$ cat src/rtl/cr_demux_2_reg.sv
// cr_demux_2_reg: 1-to-2 registered demultiplexer with valid/ready on every port.
// Each output port owns one holding register and a full flag. The beat goes to the
// port chosen by in_sel. Optional per-port delivered-beat counters are compiled in
// when the macro CR_DEMUX_2_REG_CNT_EN is defined. Otherwise cnt0/cnt1 are tied to 0.

// One output port: holding register, full flag, optional delivered-beat counter.
module cr_demux_2_reg_port #(
    parameter int WIDTH = 32
) (
    input  logic             clk,
    input  logic             rst_n,
    input  logic             load,
    input  logic [WIDTH-1:0] din,
    input  logic             ready,
    input  logic             cnt_clr,
    output logic             full,
    output logic [WIDTH-1:0] data,
    output logic [15:0]      cnt
);
    logic take;

    assign take = full & ready;

    // A load wins over a drain, so a port can deliver one beat back-to-back every cycle.
    always_ff @(posedge clk or negedge rst_n) begin
        if (!rst_n) begin
            full <= 1'b0;
            data <= '0;
        end else if (load) begin
            full <= 1'b1;
            data <= din;
        end else if (take) begin
            full <= 1'b0;
        end
    end

`ifdef CR_DEMUX_2_REG_CNT_EN
    // Delivered-beat count. It wraps at 16 bits. A clear takes priority over an increment.
    always_ff @(posedge clk or negedge rst_n) begin
        if (!rst_n)       cnt <= '0;
        else if (cnt_clr) cnt <= '0;
        else if (take)    cnt <= cnt + 16'd1;
    end
`else
    logic unused_cnt_clr;

    assign unused_cnt_clr = cnt_clr;
    assign cnt            = '0;
`endif
endmodule

// Top: steers each accepted beat to the selected port. The ports drain independently.
module cr_demux_2_reg #(
    parameter int WIDTH = 32
) (
    input  logic             clk,
    input  logic             rst_n,
    input  logic             in_valid,
    input  logic             in_sel,
    input  logic [WIDTH-1:0] in_data,
    output logic             in_ready,
    output logic             out0_valid,
    output logic [WIDTH-1:0] out0_data,
    input  logic             out0_ready,
    output logic             out1_valid,
    output logic [WIDTH-1:0] out1_data,
    input  logic             out1_ready,
    input  logic             cnt_clr,
    output logic [15:0]      cnt0,
    output logic [15:0]      cnt1
);
    logic [1:0]            full;
    logic [1:0]            out_ready;
    logic [1:0]            load;
    logic [1:0][WIDTH-1:0] data;
    logic [1:0][15:0]      cnt;

    assign out_ready = {out1_ready, out0_ready};

    // The selected port can accept a beat if it is empty or is draining this cycle.
    // This path is independent of in_valid.
    assign in_ready = ~full[in_sel] | out_ready[in_sel];

    for (genvar k = 0; k < 2; k++) begin : g_port
        assign load[k] = in_valid & in_ready & (in_sel == 1'(k));

        cr_demux_2_reg_port #(.WIDTH(WIDTH)) u_port (
            .clk     (clk),
            .rst_n   (rst_n),
            .load    (load[k]),
            .din     (in_data),
            .ready   (out_ready[k]),
            .cnt_clr (cnt_clr),
            .full    (full[k]),
            .data    (data[k]),
            .cnt     (cnt[k])
        );
    end

    assign out0_valid = full[0];
    assign out1_valid = full[1];
    assign out0_data  = data[0];
    assign out1_data  = data[1];
    assign cnt0       = cnt[0];
    assign cnt1       = cnt[1];
endmodule
$ cat config.mk
export PLATFORM = sky130hd
export DESIGN_NAME = cr_demux_2_reg
export DESIGN_NICKNAME = d
export VERILOG_FILES = /design/src/rtl/cr_demux_2_reg.sv
export SDC_FILE = /design/constraint.sdc
export NUM_CORES = 1
export LEC_CHECK = 0
export CAP_MARGIN = 20
export CORE_UTILIZATION = 40
export DETAILED_ROUTE_END_ITERATION = 7
export GPL_TIMING_DRIVEN = 0
export HOLD_SLACK_MARGIN = 0.02
export PLACE_DENSITY_LB_ADDON = 0.25
export SLEW_MARGIN = 20
export SYNTH_ARGS = -nofsm -noshare
export SYNTH_HDL_FRONTEND = slang
export SYNTH_HIERARCHICAL = 1
export SYNTH_SLANG_ARGS = --single-unit
$ cat constraint.sdc
create_clock -name clk -period 2.9 [get_ports clk]
set_input_delay 0.29 -clock clk [delete_from_list [all_inputs] [get_ports clk]]
set_output_delay 0.29 -clock clk [all_outputs]
set_load 0.1 [all_outputs]
Word-level counts from Yosys, hierarchy flattened --
Index checks and enable logic that the tools add are counted.
Word-level totals: register bits after elaboration 66, latch bits 0, memory bits (writable) 0, bits in read-only memories 0, output and inout bits 99, memories kept 0
Operators by class: add/subtract/negate cells 0, multipliers 0, divide/modulo/power cells 0, $lt $le $gt $ge 1, equal/unequal tests 0, shift-type cells 0, muxes and demuxes 8, bitwise gates (word level) 8, reduce and logical (&&, ||, !) cells 2
Operator list (number):
- 1-bit two-way mux | 8
- 1-bit AND | 5
- 2-bit nonzero test | 2
- 1-bit by 2-bit < comparator with 1-bit output (second input constant) | 1
- 1-bit NOT | 2
- 1-bit bitwise OR | 1

Logic depth before layout (Yosys ltp) --
word-level depth 7, gate-level depth with buffers 5, depth with buffers taken out 3

Modules after synthesis --
The synthesis kept the hierarchy.
Modules (own cells, without submodules):
- cr_demux_2_reg_port | times used 2, cells an instance 88, area an instance 1501.4 um2, seq. area each 825.8 um2
- cr_demux_2_reg | times used 1, cells an instance 7, area an instance 45.0 um2, seq. area each 0.0 um2

Least setup slack after synthesis --
OpenSTA, ideal clock, no wires.
path kind flip-flop to output port, from register g_port[0].u_port.full, to output port in_ready, data arrival time 2563 ps, data required time 2610 ps, slack 47 ps, stages on the path, launching flop included 3, cell sequence dfrtp_1 -> nor3b_1 -> a31oi_1
Between the ends: cells in the longest elaborated chain, start to end 4
Ends and longest elaborated chain:
- from (decl) | line 16 | output logic full,
- from (signal assigned) | line 27 | full <= 1'b0;
- from (signal assigned) | line 30 | full <= 1'b1;
- from (signal assigned) | line 33 | full <= 1'b0;
- 1-bit two-way mux (implied by the code) (2 in series) | line 82 | assign in_ready = ~full[in_sel] | out_ready[in_sel];
- 1-bit NOT | line 82
- 1-bit bitwise OR | line 82
- to (decl) | line 61 | output logic in_ready,
Every way passes these cells. The select of a mux whose other input is x is not followed.

Worst setup path after layout --
from input port in_sel, to output port in_ready
Between the ends: cells in the longest elaborated chain, start to end 4, elaborated cells between the ends (all ways) 6, classes of those cells mux (4); bitwise (2)
Ends and longest elaborated chain:
- from (decl) | line 59 | input logic in_sel,
- 1-bit two-way mux (implied by the code) (2 in series) | line 82
- 1-bit NOT | line 82
- 1-bit bitwise OR * | line 82
Mark *: on every way between the ends. The rest lies on a longest branch, timed or not. The select of a mux whose other input is x is not followed.

==> key figures <==
Job
  – MaxCap Viol Count: 0

Synth
  – Top cells by count, synth: 66 x dfrtp_1, 58 x mux2_4, 32 x buf_4
  – Synth warn: 6
  – EDFF count, synth: 0
  – Register bit total from synthesis: 66
  – Cell taking the most area after synthesis: dfrtp_1
  – Syn Area/Cell: 16.7 sq um
  – Netlist Area Pre-Place: 0.00305 sq mm
  – Count leader, synth: dfrtp_1
  – Yosys top cell area share: 54.2%
  – Register area share after synthesis: 54.2%
  – Yosys cell types: 15
  – Synth top area cells: dfrtp_1 54%, mux2_4 29%, buf_4 7.9%, buf_12 3.9%, mux2_2 2.2%
  – Asr flop ratio synth: 100%
  – Top FF cell, synth: dfrtp_1
  – Synth Instances: 183

Timing
  – Hold Slack: 0.444 ns
  – RSZ-0062 raised after global routing: false
  – Fmax: 399 MHz
  – Final Setup Violations: 0
  – Final hold vios: 0
  – Final setup margin: 0.393 ns
  – Clock Skew: 0.00842 ns
  – Setup TNS: 0 ns
  – Worst Max-Slew Pin Slew: 1.00 ns
  – Rel. slew slack: 32.8%
  – Final min period: 2.51 ns
  – Pins Over Slew Limit: 0
  – Final worst path period share: 86.4%

Clock tree
  – Clk_lat worst skew: 0.33 ns
  – CTS tree: done
  – CTS sink cnt: 66
  – H-tree levels: 3
  – Cts bufs inserted: 9
  – Root buf cell: clkbuf_8
  – Max Root-Sink Buffers: 2
  – Setup bufs post-CTS: 0
  – Worst-path clk slew: 0.07 ns

Global routing
  – Initial antenna violation count: 0
  – Global-route met1 utilization: 20.1%
  – Largest net degree at the start of global routing: 38
  – Grt total ovfl: 0
  – First-pass GRT wire length: 9.05 mm
  – GRT Max-Usage Layer: met2
  – M3 GR Usage: 4.06%
  – Vias in the first global route: 1796
  – GRT met2 Usage: 24.7%
  – Tot GR Track Use: 15.4%

Setup path
  – Worst EP required: 2.61 ns
  – Worst path cell trace: clkdlybuf4s50_1, nor3b_1, a31oi_1, clkdlybuf4s50_1
  – Endpoint type of the worst setup path: output port
  – Slowest stage delay, CP: 1.15 ns
  – Buf/Inv on CP: 2
  – Worst Setup Path Type: in -> out
  – Crit path max-delay family: buffers and inverters
  – CP max stage cell: clkdlybuf4s50_1
  – CP max FO: 4
  – CP Launch Type: input port
  – Worst path most repeated cell: clkdlybuf4s50_1
  – CP Data Arrival Time: 2.22 ns

Placement
  – GPL Wtd Cong: 0.708
  – DP Cell Count: 417
  – DP Worst Slack: 0.402 ns
  – Port bufs: 104
  – HPWL Detailed: 4.27 mm

Layout
  – Ant diodes: 0
  – Share of post-route cells with drive strength above 1: 36.4%
  – Filler cells: 581
  – Non-Filler Instances: 434
  – Util after Layout: 62.7%
  – Nets: 369
  – Area growth from synthesis to layout: 50.0%

Power and ir drop
  – Max IR drop VDD: 0.399 mV
  – Lkg Pwr: 0.00214 uW
  – PwrDens: 933 mW/mm^2

Floorplan
  – Initial Util: 41.8%
  – Top Ports: 138
  – Rows: 31
  – Die area: 0.00797 sq mm
  – CORE AREA: 0.00729 sq mm
  – Die Width: 89.3 um
  – Die height: 89.3 um

Route
  – Vias per inst: 4.15
  – Routed WL per cell: 13.6 um
  – Drt total wl: 5.89 mm
  – Drt first pass iters: 3
  – DRT antenna net count: 0
  – DRC viols: 0
  – Via count: 1801
  – Iter 0 DRT Violations: 43

Hold path
  – HP Class: in -> async

Outcome
  – Outcome: completed
## cells by family after synthesis
kind of cell	share of synthesized area [%]
compound gates	0.862
buf+inv	12.9
flops	54.2
mux	30.8
other cells	0.246
simple gates	0.985
## power breakdown
group / internal, uW / leakage (uW) / switching, uW
clock network: 505 / 0.000109 / 335
logic: 596 / 0.00126 / 1650
registers: 1090 / 0.000777 / 94.8
## cell type report
type	count	area, sq um	area share, %
clock buffer	11	141	3.09
tap	99	124	2.71
buffer	40	383	8.37
multi-input combinational	104	1110	24.4
timing repair buffer	106	1070	23.4
sequential	66	1650	36.1
inverter	3	11.3	0.246
clock inverter	5	77.6	1.70
## routing by layer
layer | up-vias | routed length (um) | share of wire, %
li1 | 849 | - | -
met1 | 872 | 2630 | 45
met2 | 76 | 2830 | 48
met3 | 4 | 386 | 6.6
met4 | 0 | 38 | 0.65
met5 | - | 0 | 0
## registers in the layout, summed over array words and instances, names as in the netlist
| register | flops |
|---|---|
| g_port.u_port/full | 2 |
| g_port.u_port/data | 64 |
## final timing paths
kind	startpoint	end	slack (ns)	cells after the start
max reg2reg	g_port[0].u_port/full	g_port[0].u_port/data[3]	1.43	5
max	in_sel	in_ready	0.39	4
min reg2reg	g_port[1].u_port/data[31]	g_port[1].u_port/data[31]	0.51	1
min	rst_n	g_port[0].u_port/data[29]	0.44	2
min in group clk	g_port[1].u_port/data[31]	g_port[1].u_port/data[31]	0.51	1
max in group asynchronous	rst_n	g_port[0].u_port/data[1]	1.94	3
## what timing repair did
| item | in CTS | in global routing |
|---|---|---|
| hold buffers | 1 | 0 |
| hold endpoints to repair | 29 | 0 |
| gates resized for setup | 0 | 0 |
## metrics by stage
step / total power [uW] / instance area (sq um)
5_1_grt: 4420 / 4570
4_1_cts: 4310 / 4570
6_report: 4270 / 4570
2_1_floorplan: 2960 / 3160
3_5_place_dp: 3450 / 4340
3_3_place_gp: 3430 / 4330
## cells in the final DEF, fill, tap and decap left out
cell type          n
buf_12             7
nor3b_1            1
a31oi_1            1
nor2b_1            1
nand2_1            1
inv_1              3
clkbuf_1           1
clkbuf_8          10
clkdlybuf4s50_1  103
a21oi_1            1
dfrtp_1           66
buf_6              2
clkinv_2           2
mux2_2             6
conb_1            32
buf_4             33
dlygate4sd3_1      1
mux2_4            58
nor3b_2            1
a21o_1             2
bufinv_16          2
clkinvlp_4         1
## worst register-to-register path, cell delays in order, from the launching register on
cell	delay, ns
dfrtp_1	0.40
nor2b_1	0.15
nor3b_2	0.17
buf_6	0.17
buf_12	0.15
mux2_4	0.31
Note: power is estimated with default switching activity, not from simulation.
